===== src/rtl/diaosi_types_pkg.sv =====
// rtl/diaosi_types_pkg.sv - shared pipeline types for the fetch stage and its neighbours
package diaosi_types_pkg;

  typedef enum logic [1:0] {
    PC_NEXT   = 2'b00,
    PC_BRANCH = 2'b01,
    PC_JUMP   = 2'b10,
    PC_JR     = 2'b11
  } PCSrc_t;

  typedef logic [1:0] fetch_state_t;
  localparam fetch_state_t S_FETCH = 2'b00;
  localparam fetch_state_t S_REDIR = 2'b01;
  localparam fetch_state_t S_HALT  = 2'b10;

  typedef struct packed {
    logic [31:0] instr;
    logic [31:0] pc;
    logic [31:0] npc;
    logic        valid;
  } if_id_t;

endpackage


===== src/rtl/fetch_stage_if_id_latch.sv =====
// rtl/fetch_stage_if_id_latch.sv - IF/ID register with flush, stall and bubble insertion
module if_id_latch
  import diaosi_types_pkg::*;
(
  input  logic   CLK,
  input  logic   nRST,
  input  logic   flushed,
  input  logic   id_en,
  input  logic   load,
  input  if_id_t d,
  output if_id_t q
);

  // Flush beats a stall so a squashed instruction never lingers in decode.
  always_ff @(posedge CLK or negedge nRST) begin
    if (!nRST) begin
      q <= '0;
    end else if (flushed) begin
      q <= '0;
    end else if (id_en) begin
      q <= load ? d : '0;
    end
  end

endmodule


===== src/rtl/fetch_stage.sv =====
// rtl/fetch_stage.sv - PC/next-PC FSM with icache request and IF/ID register
module fetch_stage
  import diaosi_types_pkg::*;
#(
  parameter logic [31:0] PC_INIT = 32'h0000_0000
) (
  input  logic        CLK,
  input  logic        nRST,
  input  logic        pc_en,
  input  logic        flushed,
  input  logic        id_en,
  input  PCSrc_t      pc_src,
  input  logic [31:0] branch_addr,
  input  logic [31:0] jr_addr,
  input  logic        halt,
  input  logic        ihit,
  input  logic [31:0] imemload,
  output logic        imemREN,
  output logic [31:0] imemaddr,
  output logic [31:0] instr_if_id,
  output logic [31:0] pc_if_id,
  output logic [31:0] npc_if_id,
  output logic        valid_if_id
);

  fetch_state_t state;
  logic [31:0]  pc;
  logic [31:0]  redir_pc;
  logic [31:0]  pc_plus4;
  logic [31:0]  target;
  logic         redirect;
  logic         load;
  if_id_t       if_id_d;
  if_id_t       if_id_q;

  assign pc_plus4 = pc + 32'd4;
  assign redirect = pc_en && (pc_src != PC_NEXT);

  always_comb begin
    target = pc_plus4;
    case (pc_src)
      PC_NEXT:   target = pc_plus4;
      PC_BRANCH: target = branch_addr;
      PC_JUMP:   target = {if_id_q.npc[31:28], if_id_q.instr[25:0], 2'b00};
      PC_JR:     target = jr_addr;
      default:   target = pc_plus4;
    endcase
  end

  // A redirect seen during a miss is parked in redir_pc; the address stays put
  // until the icache answers, and that late instruction is thrown away.
  always_ff @(posedge CLK or negedge nRST) begin
    if (!nRST) begin
      state    <= S_FETCH;
      pc       <= PC_INIT;
      redir_pc <= '0;
    end else begin
      case (state)
        S_FETCH: begin
          if (halt) begin
            state <= S_HALT;
          end else if (redirect) begin
            if (ihit) begin
              pc <= target;
            end else begin
              redir_pc <= target;
              state    <= S_REDIR;
            end
          end else if (pc_en && ihit) begin
            pc <= pc_plus4;
          end
        end
        S_REDIR: begin
          if (halt) begin
            state <= S_HALT;
          end else if (ihit) begin
            pc    <= redirect ? target : redir_pc;
            state <= S_FETCH;
          end else if (redirect) begin
            redir_pc <= target;
          end
        end
        S_HALT: begin
          state <= S_HALT;
        end
        default: begin
          state <= S_FETCH;
        end
      endcase
    end
  end

  assign imemREN  = (state != S_HALT);
  assign imemaddr = pc;
  assign load     = (state == S_FETCH) && ihit && !halt;
  assign if_id_d  = '{instr: imemload, pc: pc, npc: pc_plus4, valid: 1'b1};

  if_id_latch u_if_id (
    .CLK     (CLK),
    .nRST    (nRST),
    .flushed (flushed),
    .id_en   (id_en),
    .load    (load),
    .d       (if_id_d),
    .q       (if_id_q)
  );

  assign instr_if_id = if_id_q.instr;
  assign pc_if_id    = if_id_q.pc;
  assign npc_if_id   = if_id_q.npc;
  assign valid_if_id = if_id_q.valid;

endmodule


===== config.mk =====
export PLATFORM = sky130hd
export DESIGN_NAME = fetch_stage
export DESIGN_NICKNAME = d
export VERILOG_FILES = /design/src/rtl/diaosi_types_pkg.sv /design/src/rtl/fetch_stage_if_id_latch.sv /design/src/rtl/fetch_stage.sv
export SDC_FILE = /design/constraint.sdc
export NUM_CORES = 1
export LEC_CHECK = 0
export ABC_CLOCK_PERIOD_IN_PS = 3100
export CORE_ASPECT_RATIO = 0.6
export CORE_MARGIN = 2
export CORE_UTILIZATION = 64
export DETAILED_ROUTE_END_ITERATION = 16
export DONT_BUFFER_PORTS = 1
export GPL_TIMING_DRIVEN = 0
export MAX_ROUTING_LAYER = met4
export PLACE_DENSITY = 0.8
export SLEW_MARGIN = 20
export SYNTH_ARGS = -nofsm -noshare
export SYNTH_HDL_FRONTEND = slang
export SYNTH_SLANG_ARGS = --single-unit
export TNS_END_PERCENT = 20

===== constraint.sdc =====
create_clock -name CLK -period 3.1 [get_ports CLK]
set_clock_uncertainty 0.15 [all_clocks]
set_input_delay 0.155 -clock CLK [delete_from_list [all_inputs] [get_ports CLK]]
set_output_delay 0.155 -clock CLK [all_outputs]
set_load 0.05 [all_outputs]

== Yosys cells after proc, flatten, opt, wreduce, memory -nomap -nowiden ==
Cells that the tools add are included.
Word-level totals
  flip-flop bits (word level): 163
  input bits: 105
  output and inout bits: 130
  word-level logic and storage cells: 62
Operators by class
  reduce and logical (&&, ||, !) cells: 13
  equality and inequality tests: 17
  add/subtract/negate cells: 1
  muxes and demuxes: 24
Operators with widths (number)
  2-to-1 mux 32 bit: 12
  2-to-1 mux 97 bit: 3
  one-hot mux 32 bit (2 select lines): 2
  one-hot mux 32 bit (4 select lines): 1
  adder 32 x 3 -> 32 bit, second input constant: 1
  inequality test 3 bit, second input constant: 5
  inequality test 2 bit, second input constant: 7
  AND reduction 6 bit: 2
  2-to-1 mux 2 bit: 5
  == test 2 bit, second input constant: 3
  one-hot mux 2 bit (3 select lines): 1
  nonzero test 2 bit: 3
  == test 2 x 1 -> 1 bit, second input constant: 2
  logical AND 1 bit: 4
  logical NOT 2 bit: 2
  AND reduction 3 bit: 1
  logical NOT 1 bit: 1

== Logic depth before layout (Yosys ltp) ==
  depth in word-level cells: 6
  mapped depth: 8
  gate-level depth less buffers: 6

== Cells and area by module ==
A second synthesis with hierarchy kept.
Second synthesis, totals
  cells, all modules: 796
  area total of the unflattened synthesis: 8368.0 um^2
Modules (own cells, without submodules)
  fetch_stage: seq. area each 1651.6 um^2, instances 1, cells an instance 566, area each 4767.1 um^2
  if_id_latch: seq. area each 2427.3 um^2, instances 1, cells an instance 230, area each 3601.0 um^2

== Least setup slack after synthesis ==
OpenSTA, ideal clock, no wires.
  kind: register -> register
  start point: register pc[10] (netlist: imemaddr[10])
  end point: register u_if_id.q[28] in the netlist's numbering
  arrival time: 2.522 ns
  setup time: 0.121 ns
  data required time: 2.829 ns
  buffers on the path: 2
  clock period less this slack: 2.793 ns
  cell stages (with the launch flop): 8
  path slack: 0.307 ns
  cells stage by stage: dfrtp_1 clkbuf_2 nand3_2 or4_1 buf_2 or4_4 xnor2_1 a22o_1
Between the ends
  cells in the longest elaborated chain, start to end: 4
Ends and longest elaborated chain
  start: declaration: RTL line fetch_stage.sv:27  | logic [31:0] pc;
  start signal: assignment: RTL line fetch_stage.sv:64  | pc <= target;
  start signal: assignment: RTL line fetch_stage.sv:70  | pc <= pc_plus4;
  start signal: assignment: RTL line fetch_stage.sv:77  | pc <= redirect ? target : redir_pc;
  adder 32 x 3 -> 32 bit: RTL line fetch_stage.sv:36  | assign pc_plus4 = pc + 32'd4;
  2-to-1 mux 97 bit: RTL line fetch_stage_if_id_latch.sv:21  | q <= load ? d : '0;
  2-to-1 mux 97 bit: RTL line fetch_stage_if_id_latch.sv:20  | end else if (id_en) begin
  2-to-1 mux 97 bit: RTL line fetch_stage_if_id_latch.sv:18  | end else if (flushed) begin
  end signal: assignment: RTL line fetch_stage_if_id_latch.sv:21
  end: declaration: RTL line fetch_stage_if_id_latch.sv:11  | output if_id_t q
No other way between the ends. The select of a mux whose other input is x is not followed.
A chain may end at the register's enable or synchronous reset.

== Final worst setup path ==
  start point: register pc[6] (netlist: imemaddr[6])
  end point: register pc[31] (netlist: imemaddr[31])
Between the ends
  cells in the longest elaborated chain, start to end: 6
  elaborated cells between the ends (all ways): 10
  classes of those cells: 1 x add/sub; 9 x mux
Ends and longest elaborated chain
  adder 32 x 3 -> 32 bit (*): RTL line fetch_stage.sv:36
  one-hot mux 32 bit (4 select lines): RTL line fetch_stage.sv:41  | case (pc_src)
  2-to-1 mux 32 bit, on equally long branches
  2-to-1 mux 32 bit, on equally long branches: RTL line fetch_stage.sv:76, fetch_stage.sv:62
  2-to-1 mux 32 bit, on equally long branches: RTL line fetch_stage.sv:74, fetch_stage.sv:60
  one-hot mux 32 bit (2 select lines) (*): RTL line fetch_stage.sv:58  | case (state)
Mark *: on every way between the ends. The rest lies on a longest branch, timed or not. The select of a mux whose other input is x is not followed.

==> out/qor.csv <==
stage;metric;value;unit
status;outcome;finished with violations;
status;failing checks;hold timing;
power_and_ir_drop;clock share of power;44.4;%
clock_tree;Num CTS Buffers;17;
route;DRT Wirelength;29.6;mm
placed_design;I/O Buffers;0;
worst_setup_path;critical path startpoint category;register;
sta;Tmin final;3070;ps
global_route;Global Route Usage Sum;45.7;%
die;Core Region;12100;sq um
worst_setup_path;crit path max fanout;9;
die;std cell rows;31;
sta;Max Slew Vio Count;0;
final_layout;Fill cells;770;
global_route;largest net degree at the start of global routing;162;
final_layout;Layout Area Growth over Synthesis;18.2;%
synth;Ys Warns;0;
die;full die area;13400;sq um
synth;EDFF count, synth;0;
clock_tree;Clock Pin Slew Worst Setup and Hold Paths;70;ps
die;I/O Pins;235;
hold_path;Hold Crit Class;in2async;
worst_setup_path;Critical Path Sink;imemaddr[31];
worst_setup_path;RR Endpoint;imemaddr[31];
clock_tree;worst-skew pair later-pin latency;440;ps
synth;Mapped Area;7950;sq um
die;Die Height;90.3;um
worst_setup_path;Critical Path AT;3240;ps
worst_setup_path;Slowest-stage cell, CP;dfrtp_1;
sta;Setup TNS;0;ps
synth;syn nets;883;
global_route;vias in the first global route;7321;
global_route;GR Overflow Total;0;
clock_tree;CTS root buf;clkbuf_16;
global_route;initial antenna violation count;0;
clock_tree;Clock Sinks;161;
sta;final worst setup slack;27.1;ps
worst_setup_path;worst flop-to-flop path startpoint;imemaddr[6];
synth;ys flop type;dfrtp_1;
synth;register bit total from synthesis;161;
sta;Hold Slack;-747;ps
job;Max Cap Viol;0;
clock_tree;CTS tree;built;
synth;cell count after synthesis;777;
route;Avg WL per Cell;28.7;um
clock_tree;largest buffer count on any clock path;2;
route;DR iter-0 viols;843;
sta;RSZ-0062 raised after global routing;true;
placed_design;Place WS;-189;ps
worst_setup_path;Crit path largest cell delay;840;ps
worst_setup_path;CP Depth;6;
route;antenna-violating nets left;0;
worst_setup_path;CP Cell Sequence;nand4_4 > or4_1 > clkbuf_1 > nor3_2 > xor2_1 > o221a_2;
power_and_ir_drop;leakage;4.20;nW
sta;Final setup viols;0;
route;vias;7556;
worst_setup_path;critical path class;reg2reg;
worst_setup_path;R2R setup slack;30;ps
worst_setup_path;Setup crit end kind;register;
clock_tree;Max H-tree Level;4;
global_route;first-pass GRT wire length;44.2;mm
worst_setup_path;CP top delay family;simple AND/OR/NAND/NOR gates;
worst_setup_path;critical path startpoint;imemaddr[6];
final_layout;layout cell share with drive strength beyond 1;12.0;%
placed_design;hpwl dp;19.7;mm
final_layout;ANT cells;0;
sta;final hold vios;161;
power_and_ir_drop;VDD IR-drop max;0.474;mV
final_layout;Multi-input gate area;3640;sq um
final_layout;fin nets;959;
sta;Rel. slew slack;36.5;%
placed_design;gpl congestion;0.970;
synth;sequential share of the synthesized area;50.7;%
power_and_ir_drop;net switching power;0.00145;W
sta;Worst Tran Pin Value;952;ps
route;Residual DRC;0;
sta;crit share post-route;99.1;%
power_and_ir_drop;sw frac;28.8;%
die;starting density of the core;65.7;%
clock_tree;postcts setup bufs;0;
synth;syn avg cell area;10.2;sq um
worst_setup_path;Buf/Inv on CP;1;
synth;Async SR Flop Fraction;100;%
synth;Yosys cell types;62;
die;die extent in x;148;um
power_and_ir_drop;Comb power frac;8.7;%
worst_setup_path;R2R cell count;6;
power_and_ir_drop;Internal;0.00357;W
route;drt first pass iters;6;
power_and_ir_drop;sequential power share;46.8;%
final_layout;register area;4040;sq um
sta;fmax;325;MHz
power_and_ir_drop;pwr dens;535;nW/um^2
route;post-detailed-route via-to-cell ratio;7.33;
worst_setup_path;worst path required time;3270;ps
## through the flow
stage,total power [W],utilization [%],instance area (sq um),cells
2_1_floorplan,0.00261,-,7950,777
3_3_place_gp,0.00272,67.4,8150,942
3_5_place_dp,0.00273,67.4,8160,942
4_1_cts,0.00497,77.3,9360,1030
5_1_grt,0.00514,77.6,9390,1031
6_report,0.00502,77.6,9390,1031
## cell type report
class,instances,area share [%]
inverters,4,0.160
multi-input cells,540,38.7
well taps,165,2.20
clock buffers,17,4.53
repair buffers,57,6.07
clock inverters,15,2.04
plain buffers,72,3.25
flip-flops and latches,161,43.0
## cells by family (layout without fill, tap and decap cells)
kind of cell / count (synthesis) / after routing / share of synthesized area, %
mux: 58 / 58 / 7.75
buf+inv: 76 / 165 / 4.02
simple gates: 213 / 213 / 12.9
compound gates: 241 / 241 / 21.5
fa+ha+maj: 1 / 1 / 0.157
xor+xnor: 27 / 27 / 2.98
flops: 161 / 161 / 50.7
## cells in the final DEF, fill, tap and decap left out, types with 5 or more instances in the layout
cell type	instances
a22o_1	75
nand3_1	21
o211ai_1	7
a31oi_1	5
mux2i_1	30
nor3_1	10
buf_4	5
nor4_1	5
dlygate4sd3_1	57
dfrtp_2	10
buf_2	10
nand4_1	9
clkbuf_16	17
a22oi_1	5
dfrtp_1	151
a2bb2oi_1	6
a21oi_1	27
a211oi_1	5
o2bb2ai_1	5
xnor2_1	14
buf_1	10
mux2_2	28
o22ai_1	9
inv_8	5
and3_1	6
xor2_1	13
nand2_1	83
o21ai_0	64
clkbuf_1	44
nor2_1	43
## sequential cells by signal (all words and copies together), names as in the netlist
register   cells
state          2
imemaddr      32
redir_pc      32
u_if_id.q     95
## power by group through the flow
stage,logic (W),registers [W],clock network [W]
after global placement,0.000334,0.00238,0
after CTS,0.000406,0.00235,0.00221
after global routing,0.000461,0.00236,0.00232
after floorplan,0.000247,0.00236,0
after detailed placement,0.000344,0.00239,0
final,0.000438,0.00235,0.00223
## how the worst min path moves through the flow
stage / from / endpoint / slack (ps) / cells past startpoint
CTS: nRST / u_if_id.q[93] / -740 / 0
detailed placement: nRST / u_if_id.q[94] / -290 / 0
finish: nRST / u_if_id.q[95] / -750 / 0
global route: nRST / u_if_id.q[94] / -750 / 0
floorplan: nRST / imemaddr[0] / -290 / 0
global placement: nRST / u_if_id.q[94] / -290 / 0
## cell usage after synthesis, types with 6 or more instances
master     instances  area (sq um)
o22ai_1            9          56.3
mux2i_1           30           300
and3_1             6          37.5
xor2_1            13           114
xnor2_1           14           123
nor3_1            12          60.1
nand2_1           83           312
dfrtp_1          161          4030
nor2_1            44           165
a2bb2oi_1          6          52.6
clkbuf_1          45           169
a21oi_1           27           135
a22o_1            75           657
o21ai_0           64           320
o211ai_1           7          52.6
buf_2             10          50.1
buf_1             10          37.5
mux2_2            28           315
nor4_1             6          37.5
nand3_1           21           105
nand4_1            9          56.3
## worst reg2reg max path: stages, from the launching register on
cell	delay (ps)
dfrtp_1	840
nand4_4	270
or4_1	580
clkbuf_1	270
nor3_2	400
xor2_1	160
o221a_2	290
## layer usage
| layer | vias up | global-route usage [%] | part of all wire [%] |
|---|---|---|---|
| li1 | 3015 | - | - |
| met1 | 3680 | 62.2 | 38 |
| met2 | 737 | 64.8 | 43 |
| met3 | 124 | 15.3 | 15 |
| met4 | 0 | 15.7 | 3.7 |
| met5 | - | - | 0 |
## what timing repair did
action / CTS / global route
resized for setup: 7 / 11
hold endpoints to repair: 217 / 162
hold buffers: 56 / 1
endpoints found under the setup margin: 7 / 37
Note: power is estimated with default switching activity, not from simulation.
